File: config.mk
export PLATFORM = sky130hd
export DESIGN_NAME = forwarding_scoreboard_flat
export DESIGN_NICKNAME = d
export VERILOG_FILES = /design/src/rtl/forwarding_scoreboard_if.sv /design/src/rtl/forwarding_scoreboard.sv /design/src/flat_wrapper.sv
export SDC_FILE = /design/constraint.sdc
export NUM_CORES = 1
export LEC_CHECK = 0
export ABC_AREA = 1
export ABC_CLOCK_PERIOD_IN_PS = 6400
export BUFFER_PORTS_ARGS = -buffer_cell sky130_fd_sc_hd__buf_2
export CAP_MARGIN = 40
export CORE_ASPECT_RATIO = 1.2
export CORE_MARGIN = 2
export CORE_UTILIZATION = 35
export DETAILED_ROUTE_END_ITERATION = 6
export PLACE_DENSITY = 0.63
export SYNTH_ARGS = -nofsm -noshare
export SYNTH_HDL_FRONTEND = slang
export SYNTH_SLANG_ARGS = --single-unit
File: constraint.sdc
create_clock -name clock -period 6.4 [get_ports clock]
set_clock_uncertainty 0.15 [all_clocks]
set_input_delay 1.92 -clock clock [delete_from_list [all_inputs] [get_ports clock]]
set_output_delay 1.92 -clock clock [all_outputs]
set_load 0.005 [all_outputs]
File: src/rtl/forwarding_scoreboard_if.sv
// ID-stage <-> forwarding/interlock bundle: instruction fields, long-unit completion, select/stall results.
// Latency: none of its own; a plain grouping of wires.
// Backpressure: stall travels back to ID; no other flow control on this bundle.
interface forwarding_scoreboard_if #(
    parameter int NUM_READ   = 2,
    parameter int NUM_STAGES = 3
);
    localparam int SW = $clog2(NUM_STAGES + 1);

    logic                     hold;
    logic                     flush;
    logic                     id_valid;
    logic [4:0]               id_rd;
    logic                     id_we;
    logic [SW-1:0]            id_avail;
    logic                     id_long;
    logic [NUM_READ*5-1:0]    id_rs;
    logic [NUM_READ-1:0]      id_rs_used;
    logic                     long_done;
    logic [4:0]               long_rd;
    logic [NUM_READ*SW-1:0]   forward_sel;
    logic                     stall;
    logic                     busy;

    // ID stage / pipeline control side
    modport master (
        output hold, flush, id_valid, id_rd, id_we, id_avail, id_long,
               id_rs, id_rs_used, long_done, long_rd,
        input  forward_sel, stall, busy
    );

    // Scoreboard side
    modport slave (
        input  hold, flush, id_valid, id_rd, id_we, id_avail, id_long,
               id_rs, id_rs_used, long_done, long_rd,
        output forward_sel, stall, busy
    );
endinterface

File: src/rtl/forwarding_scoreboard.sv
// Forwarding select + RAW/WAW interlock: shadows in-flight destinations per stage and tracks long-op pending regs.
// Latency: forward_sel/stall/busy are combinational from registered state and current ID inputs (0 cycles).
// Backpressure: raises stall to hold ID; hold freezes the shadow stages, flush kills ID and stage 1.
module forwarding_scoreboard #(
    parameter int NUM_READ   = 2,
    parameter int NUM_STAGES = 3
) (
    input  logic                   clock,
    input  logic                   reset,
    forwarding_scoreboard_if.slave bus
);
    localparam int SW = $clog2(NUM_STAGES + 1);

    // Stage shadow: index 0 is stage 1 (EX), index NUM_STAGES-1 is the last stage (WB).
    logic [NUM_STAGES-1:0]         stg_vld_q,   stg_vld_d;
    logic [NUM_STAGES-1:0]         stg_we_q,    stg_we_d;
    logic [NUM_STAGES-1:0][4:0]    stg_rd_q,    stg_rd_d;
    logic [NUM_STAGES-1:0][SW-1:0] stg_avail_q, stg_avail_d;
    logic [31:0]                   pend_q,      pend_d;

    logic [NUM_READ*SW-1:0]        sel_c;
    logic                          haz_c;
    logic                          stall_c;
    logic                          accept_c;

    // Per-port youngest-producer lookup plus RAW/WAW hazard detection.
    always_comb begin
        sel_c = '0;
        haz_c = 1'b0;
        for (int i = 0; i < NUM_READ; i++) begin
            logic [4:0] rs;
            logic       found;
            rs    = bus.id_rs[i*5 +: 5];
            found = 1'b0;
            if (bus.id_valid && bus.id_rs_used[i] && (rs != 5'd0)) begin
                if (pend_q[rs]) begin
                    // Long-op result not yet in the register file; it never appears in the stages.
                    haz_c = 1'b1;
                end else begin
                    for (int k = 0; k < NUM_STAGES; k++) begin
                        if (!found && stg_vld_q[k] && stg_we_q[k] && (stg_rd_q[k] == rs)) begin
                            found = 1'b1;
                            if (SW'(k + 1) >= stg_avail_q[k]) begin
                                sel_c[i*SW +: SW] = SW'(k + 1);
                            end else begin
                                // Youngest producer has not produced yet (e.g. load-use).
                                haz_c = 1'b1;
                            end
                        end
                    end
                end
            end
        end
        if (bus.id_valid && bus.id_we && pend_q[bus.id_rd]) begin
            haz_c = 1'b1;
        end
    end

    assign stall_c  = bus.id_valid & haz_c;
    assign accept_c = bus.id_valid & ~stall_c & ~bus.flush & ~bus.hold;

    // Outputs are forced quiet while reset is held.
    assign bus.forward_sel = reset ? '0 : sel_c;
    assign bus.stall       = stall_c & ~reset;
    assign bus.busy        = ~reset & (|pend_q[31:1]);

    // Next-state: shift stages unless held, load stage 1 on accept, maintain the pending set.
    always_comb begin
        stg_vld_d   = stg_vld_q;
        stg_we_d    = stg_we_q;
        stg_rd_d    = stg_rd_q;
        stg_avail_d = stg_avail_q;
        pend_d      = pend_q;

        // Completion clears even while held; a same-cycle set below overrides it.
        if (bus.long_done) begin
            pend_d[bus.long_rd] = 1'b0;
        end

        if (!bus.hold) begin
            for (int k = 1; k < NUM_STAGES; k++) begin
                // On flush the instruction leaving stage 1 is killed.
                stg_vld_d[k]   = stg_vld_q[k-1] & ~(bus.flush && (k == 1));
                stg_we_d[k]    = stg_we_q[k-1];
                stg_rd_d[k]    = stg_rd_q[k-1];
                stg_avail_d[k] = stg_avail_q[k-1];
            end
            // Long ops and x0 writers never forward from the pipeline.
            stg_vld_d[0]   = accept_c;
            stg_we_d[0]    = accept_c & bus.id_we & ~bus.id_long & (bus.id_rd != 5'd0);
            stg_rd_d[0]    = bus.id_rd;
            stg_avail_d[0] = bus.id_avail;
            if (accept_c && bus.id_long && (bus.id_rd != 5'd0)) begin
                pend_d[bus.id_rd] = 1'b1;
            end
        end

        pend_d[0] = 1'b0;
    end

    // State registers with synchronous reset discarding all in-flight and pending state.
    always_ff @(posedge clock) begin
        if (reset) begin
            stg_vld_q   <= '0;
            stg_we_q    <= '0;
            stg_rd_q    <= '0;
            stg_avail_q <= '0;
            pend_q      <= '0;
        end else begin
            stg_vld_q   <= stg_vld_d;
            stg_we_q    <= stg_we_d;
            stg_rd_q    <= stg_rd_d;
            stg_avail_q <= stg_avail_d;
            pend_q      <= pend_d;
        end
    end
endmodule

File: src/flat_wrapper.sv
// flat-port wrapper written by rule: the top's interface ports become plain ports
module forwarding_scoreboard_flat 
#(
    parameter int NUM_READ   = 2,
    parameter int NUM_STAGES = 3
)
  (clock, reset, bus_hold, bus_flush, bus_id_valid, bus_id_rd, bus_id_we, bus_id_avail, bus_id_long, bus_id_rs, bus_id_rs_used, bus_long_done, bus_long_rd, bus_forward_sel, bus_stall, bus_busy);
  forwarding_scoreboard_if #(.NUM_READ(NUM_READ), .NUM_STAGES(NUM_STAGES)) bus_i ();
  input  logic clock;
  input  logic reset;
  input wire logic [$bits(bus_i.hold)-1:0] bus_hold;
  input wire logic [$bits(bus_i.flush)-1:0] bus_flush;
  input wire logic [$bits(bus_i.id_valid)-1:0] bus_id_valid;
  input wire logic [$bits(bus_i.id_rd)-1:0] bus_id_rd;
  input wire logic [$bits(bus_i.id_we)-1:0] bus_id_we;
  input wire logic [$bits(bus_i.id_avail)-1:0] bus_id_avail;
  input wire logic [$bits(bus_i.id_long)-1:0] bus_id_long;
  input wire logic [$bits(bus_i.id_rs)-1:0] bus_id_rs;
  input wire logic [$bits(bus_i.id_rs_used)-1:0] bus_id_rs_used;
  input wire logic [$bits(bus_i.long_done)-1:0] bus_long_done;
  input wire logic [$bits(bus_i.long_rd)-1:0] bus_long_rd;
  output wire logic [$bits(bus_i.forward_sel)-1:0] bus_forward_sel;
  output wire logic [$bits(bus_i.stall)-1:0] bus_stall;
  output wire logic [$bits(bus_i.busy)-1:0] bus_busy;
  assign bus_i.hold = bus_hold;
  assign bus_i.flush = bus_flush;
  assign bus_i.id_valid = bus_id_valid;
  assign bus_i.id_rd = bus_id_rd;
  assign bus_i.id_we = bus_id_we;
  assign bus_i.id_avail = bus_id_avail;
  assign bus_i.id_long = bus_id_long;
  assign bus_i.id_rs = bus_id_rs;
  assign bus_i.id_rs_used = bus_id_rs_used;
  assign bus_i.long_done = bus_long_done;
  assign bus_i.long_rd = bus_long_rd;
  assign bus_forward_sel = bus_i.forward_sel;
  assign bus_stall = bus_i.stall;
  assign bus_busy = bus_i.busy;
  forwarding_scoreboard #(.NUM_READ(NUM_READ), .NUM_STAGES(NUM_STAGES)) u_core (.clock(clock), .reset(reset), .bus(bus_i));
endmodule
==> results of run 1 <==
-- worst paths after layout --
check	slack [ns]	from	end
setup / recovery	0.61	bus_id_rs[0]	bus_forward_sel[1]
hold / removal	0.33	u_core.pend_q[18]$_SDFF_PP0_	u_core.pend_q[18]$_SDFF_PP0_
setup reg to reg	4.11	u_core.stg_we_q[0]$_SDFFE_PP0N_	u_core.pend_q[6]$_SDFF_PP0_
hold reg to reg	0.33	u_core.pend_q[18]$_SDFF_PP0_	u_core.pend_q[18]$_SDFF_PP0_
-- per-stage QoR --
step / instance area (um2) / setup WS [ns]
CTS: 4420 / 0.622
detailed placement: 4280 / 0.621
finish: 4420 / 0.608
global placement: 4250 / 0.665
floorplan: 4040 / 1.29
global route: 4420 / 0.413
-- report_power, final --
part	internal, uW	leakage, uW	switching (uW)	total [uW]
registers	358	0.000456	10.0	368
clock network	147	0.0000712	142	289
logic	42.9	0.00128	102	145
-- layer usage --
layer / vias up / wire length (um)
met5: - / 0
met4: 0 / 365
met3: 28 / 1050
met2: 208 / 6640
met1: 2175 / 6070
li1: 2275 / -
-- state kept, by name (all words and copies together), names as in the netlist --
signal	count
u_core.stg_we_q	3
u_core.stg_rd_q	15
u_core.pend_q	31
u_core.stg_vld_q	3
u_core.stg_avail_q	4
-- cell families after synthesis --
group / after synthesis / share of synthesized area (%)
XOR/XNOR: 12 / 2.60
buffers and inverters: 106 / 11.7
flip-flops: 56 / 27.8
AO/OA/AOI/OAI: 139 / 18.0
AND/OR/NAND/NOR: 352 / 40.0
-- area by class of cell --
cell class              instances  area (um2)
flip-flops and latches         56        1120
repair buffers                 40         228
fillers                      1280        6720
clock buffers                   6         129
well taps                     154         193
multi-input cells             503        2450
inverters                      76         285
clock inverters                 2        13.8
-- critical path, delay by kind of cell --
| kind | cells | cell delay, ns |
|---|---|---|
| AO/OA/AOI/OAI | 1 | 0.15 |
| buffers and inverters | 3 | 0.71 |
| AND/OR/NAND/NOR | 7 | 0.94 |
-- placed cells by master, fill, tap and decap left out, drive strengths merged, types with 2 or more instances in the layout --
cell type	count
clkbuf	6
dfxtp	56
nand3	75
inv	76
a211oi	2
nand2	138
a21oi	55
buf	40
nand3b	2
nor4	5
clkinv	2
nand4	44
o21ai	70
nor3	8
nor2	74
o22ai	10
or2	4
xor2	11
-- Yosys cell counts, drive strengths merged (4+ instances only) --
library cell	instances
buf	19
nor3	8
xor2	11
o22ai	10
nor4	5
nand4	44
nand2	138
a21oi	55
o21ai	70
clkbuf	11
inv	75
nand3	75
or2	4
dfxtp	56
nor2	74
==> impl_metrics.csv, run 1 <==
group,metric,value,unit
synth,seq_area_frac_synth,27.8,%
sta,rsz0062_at_grt,"no",
global_routing,top_usage_layer,"met2",
global_routing,grt.overflow.total,0,
synth,ys_top_cells_by_area,"dfxtp_1 (28%), nand2_1 (13%), nand3_1 (9.2%), o21ai_0 (7.6%), a21oi_1 (6.8%)",
synth,synthFlopType,"dfxtp_1",
synth,synth-edff-count,0,
sta,final.setup.tns,0,ns
floorplanning,io_pins,38,
worst_setup_path,cp-start-kind,"input port",
synth,synth_top_area_share,27.8,%
clocking,clock_tree.buffer_depth,2,
floorplanning,core_area,0.0111,mm2
layout,drive_gt1_share,10.1,%
worst_setup_path,critPathArrivalTime,3.72,ns
clocking,cts_hold_buffers,0,
synth,avgSynthCellArea,6.07,um2
global_routing,use_met1,32.7,%
clocking,clkSinkCount,56,
sta,setup_viol,0,
layout,layout.cells.non_filler,837,
worst_setup_path,crit_top_cell,"nand3_1",
synth,synth_area,0.00404,mm2
clocking,tritoncts,"built",
sta,hold_viol_final,0,
routing,avgRoutedWirePerCell,16.9,um
global_routing,antenna_found_initial,0,
clocking,cts_setup_buffers,0,
global_routing,grt_use_met2,37.8,%
worst_setup_path,crit_required,4.33,ns
pwr,powerDensity,181,mW/mm2
synth,synth_top_area_cell,"dfxtp_1",
worst_setup_path,rr_worst_depth,12,
clocking,clkLatencyLatePin,0.31,ns
clocking,cts_resized,0,
placed_design,portBuffers,37,
routing,drt-initial-drc-count,523,
placed_design,gp_congestion,0.967,
clocking,htree_levels,2,
worst_setup_path,crit_path_top_delay_cell,"or3_1",
sta,hold_slack,0.329,ns
layout,diodes,0,
floorplanning,start_util,36.2,%
worst_setup_path,cp-end-kind,"primary output",
synth,syn_inst,665,
layout,syn_to_final_growth,9.49,%
clocking,cts_buffers,5,
pwr,max-vdd-ir-drop,97.7,uV
routing,drc,0,
min_path,hp-class,"reg2reg",
global_routing,grt_use_met3,2.98,%
routing,wirelength,14100,um
floorplanning,die_w,102,um
floorplanning,die_height,122,um
sta,slew_viol_final,0,
sta,timing.fmax,173,MHz
synth,synth-async-reset-ratio,0,%
worst_setup_path,path_max_fanout,20,
worst_setup_path,critical_path.cell_chain,"buf_2 -> inv_2 -> nand2_1 -> nand3_1 -> nand3_1 -> nand3_1 -> nand3_1 -> nand2_1 -> or3_1 -> a21oi_1 -> buf_2",
synth,syn-num-nets,697,
floorplanning,num_rows,42,
worst_setup_path,path_class,"in2out",
min_path,min_path_cells,2,
placed_design,dp_hpwl,10300,um
sta,relSlewSlack,58.6,%
synth,ys_types,33,
placed_design,dp.cells,829,
clocking,cts_root_buf,"clkbuf_16",
routing,vias,4686,
layout,post-route-util,39.7,%
job,max_cap_viol_count,0,
global_routing,grt_max_degree,39,
routing,drt_pre_antenna_iters,7,
synth,yosys_warnings,0,
pwr,p_total,802,uW
pwr,p_leak,0.00181,uW
global_routing,grt_pass1_wl,23000,um
global_routing,grt_use_total,23.5,%
sta,worst_pin_slew,0.620,ns
global_routing,grt_pass1_vias,4303,
run_status,status,"completed",
sta,post-route-min-period,5.79,ns
worst_setup_path,slowest_delay,0.37,ns
clocking,clk_pin_slew,0.07,ns
floorplanning,dieArea,0.0124,mm2
routing,ant_nets,0,
sta,fin_crit_sh,90.5,%
synth,ys_seq_elements,56,
layout,fin_nets,714,
routing,viasPerCell,5.60,
Power figures use the tool's default switching activity.
==> run 2, diff against run 1 <==
- BUFFER_PORTS_ARGS: -buffer_cell sky130_fd_sc_hd__buf_2 -> -buffer_cell sky130_fd_sc_hd__clkbuf_2
==> run 2 against run 1 <==
Compared with the run above:
- flip-flop and latch count stayed put
- highest routed layer unchanged
- non-clock buffer count is 1 higher
- power is 9.0% higher
- sequential share of layout area is 0.28 points lower
==> impl_metrics.csv, run 2 (synthesis results as in run 1) <==
group,metric,value,unit
run_status,status,"completed",
global_routing,antenna_found_initial,0,
sta,final.setup.tns,0,ns
sta,timing.fmax,170,MHz
placed_design,placement.cell_area,0.00428,mm2
sta,fin_crit_sh,92.0,%
layout,post-route-util,40.1,%
pwr,powerDensity,196,mW/mm2
layout,largest_reg_flops,31,
sta,setup_viol,0,
worst_setup_path,critical_path.cell_chain,"clkbuf_2 -> inv_2 -> nand2_1 -> nand3_1 -> nand3_1 -> nand3_1 -> nand3_1 -> nand2_1 -> or3_1 -> a21oi_1 -> clkbuf_2",
worst_setup_path,r2r-end,"u_core.pend_q[29]$_SDFF_PP0_",
min_path,min_from,"u_core.pend_q[22]$_SDFF_PP0_",
min_path,hp-class,"reg2reg",
pwr,p_leak,0.00183,uW
layout,layout_commonest_cell,"nand2_1",
sta,post-route-min-period,5.89,ns
worst_setup_path,cp-end-kind,"primary output",
routing,vias,4702,
clocking,clk_pin_slew,0.07,ns
layout,top_register,"u_core.pend_q",
floorplanning,core_area,0.0111,mm2
floorplanning,start_util,36.2,%
clocking,tritoncts,"built",
worst_setup_path,rr_worst_depth,12,
global_routing,grt.overflow.total,0,
clocking,htree_levels,2,
layout,layout.cells.non_filler,837,
worst_setup_path,r2r_slack,4.14,ns
routing,ant_nets,0,
global_routing,grt_pass1_vias,4450,
routing,viasPerCell,5.62,
layout,stdcell_area,0.00447,mm2
worst_setup_path,crit_required,4.33,ns
worst_setup_path,path_max_fanout,20,
routing,avgRoutedWirePerCell,16.8,um
floorplanning,die_w,102,um
clocking,cts_setup_buffers,0,
sta,rsz0062_at_grt,"no",
job,max_cap_viol_count,0,
worst_setup_path,crit_path_top_delay_cell,"clkbuf_2",
global_routing,grt_pass1_wl,22600,um
placed_design,portBuffers,37,
layout,final_cell_mix,"nand2_1 (135), nand3_1 (74), nor2_1 (70)",
layout,drive_gt1_share,10.2,%
clocking,cts_resized,0,
clocking,cts_root_buf,"clkbuf_16",
layout,fin_nets,715,
min_path,worstHoldEndpoint,"u_core.pend_q[22]$_SDFF_PP0_",
placed_design,gp_congestion,0.924,
worst_setup_path,path_class,"in2out",
floorplanning,num_rows,42,
pwr,max-vdd-ir-drop,119,uV
routing,drt_pre_antenna_iters,5,
floorplanning,io_pins,38,
worst_setup_path,r2r_start,"u_core.stg_we_q[0]$_SDFFE_PP0N_",
clocking,clkLatencyLatePin,0.31,ns
worst_setup_path,critPathArrivalTime,3.82,ns
routing,wirelength,14000,um
sta,slew_viol_final,0,
routing,drc,0,
layout,reg_top3,"u_core.pend_q (31), u_core.stg_rd_q (15), u_core.stg_avail_q (4)",
routing,drt-initial-drc-count,424,
placed_design,dp_hpwl,10300,um
placed_design,dp.cells,830,
clocking,cts_hold_buffers,0,
layout,nFillCells,1269,
min_path,min_path_cells,2,
clocking,cts_buffers,5,
global_routing,grt_max_degree,39,
layout,syn_to_final_growth,10.7,%
sta,worst_pin_slew,0.686,ns
worst_setup_path,cp-start-kind,"input port",
clocking,clock_tree.buffer_depth,2,
sta,hold_viol_final,0,
sta,relSlewSlack,54.2,%
global_routing,grt_use_total,23.1,%
floorplanning,dieArea,0.0124,mm2
floorplanning,die_height,122,um
worst_setup_path,crit_top_cell,"nand3_1",
worst_setup_path,slowest_delay,0.37,ns
sta,hold_slack,0.332,ns
clocking,clkSinkCount,56,
layout,diodes,0,
run 2: changes by cell type in the layout (fill, tap and decap cells not counted), sizes merged:
cell / before / now
bufinv: 0 / 2
clkinv: 2 / 1
clkbuf: 6 / 42
buf: 40 / 4
inv: 76 / 75
run 2: metal layers:
metal,up-vias,routed length (um),track usage (%)
met5,-,0,0
met4,0,330,7.25
met3,29,1040,3.79
met2,225,6740,39.1
met1,2165,5930,29.9
li1,2283,-,-
run 2: power by group:
group | internal (uW) | switching [uW]
registers | 358 | 9.97
clock network | 223 | 137
logic | 43.2 | 104
run 2: stage by stage:
stage	total power [uW]	setup WS [ns]
finish	874	0.514
global route	905	0.378
CTS	875	0.545
detailed placement	519	0.554
global placement	516	0.591
floorplan	475	1.29
run 2: how the worst max path moves through the flow:
stage	start	endpoint	slack [ns]
final	bus_id_rs[0]	bus_forward_sel[0]	0.51
after detailed placement	bus_id_rs[0]	bus_stall	0.55
after CTS	bus_id_rs[0]	bus_stall	0.55
after floorplan	bus_id_rs[2]	bus_stall	1.29
after global placement	bus_id_rs[0]	bus_stall	0.59
after global routing	bus_id_rs[0]	bus_stall	0.38
run 2: final cells by class:
type,instances,area [um2],share of cell area (%)
repair buffers,41,235,5.26
clock buffers,5,125,2.80
flip-flops and latches,56,1120,25.1
clock inverters,2,60.1,1.34
multi-input cells,503,2450,54.8
well taps,154,193,4.31
inverters,76,285,6.38
run 2: worst max-delay path, delay by kind of cell:
| family | cells | cell delay (ns) |
|---|---|---|
| simple gates | 7 | 0.99 |
| buf+inv | 3 | 0.75 |
| compound gates | 1 | 0.15 |
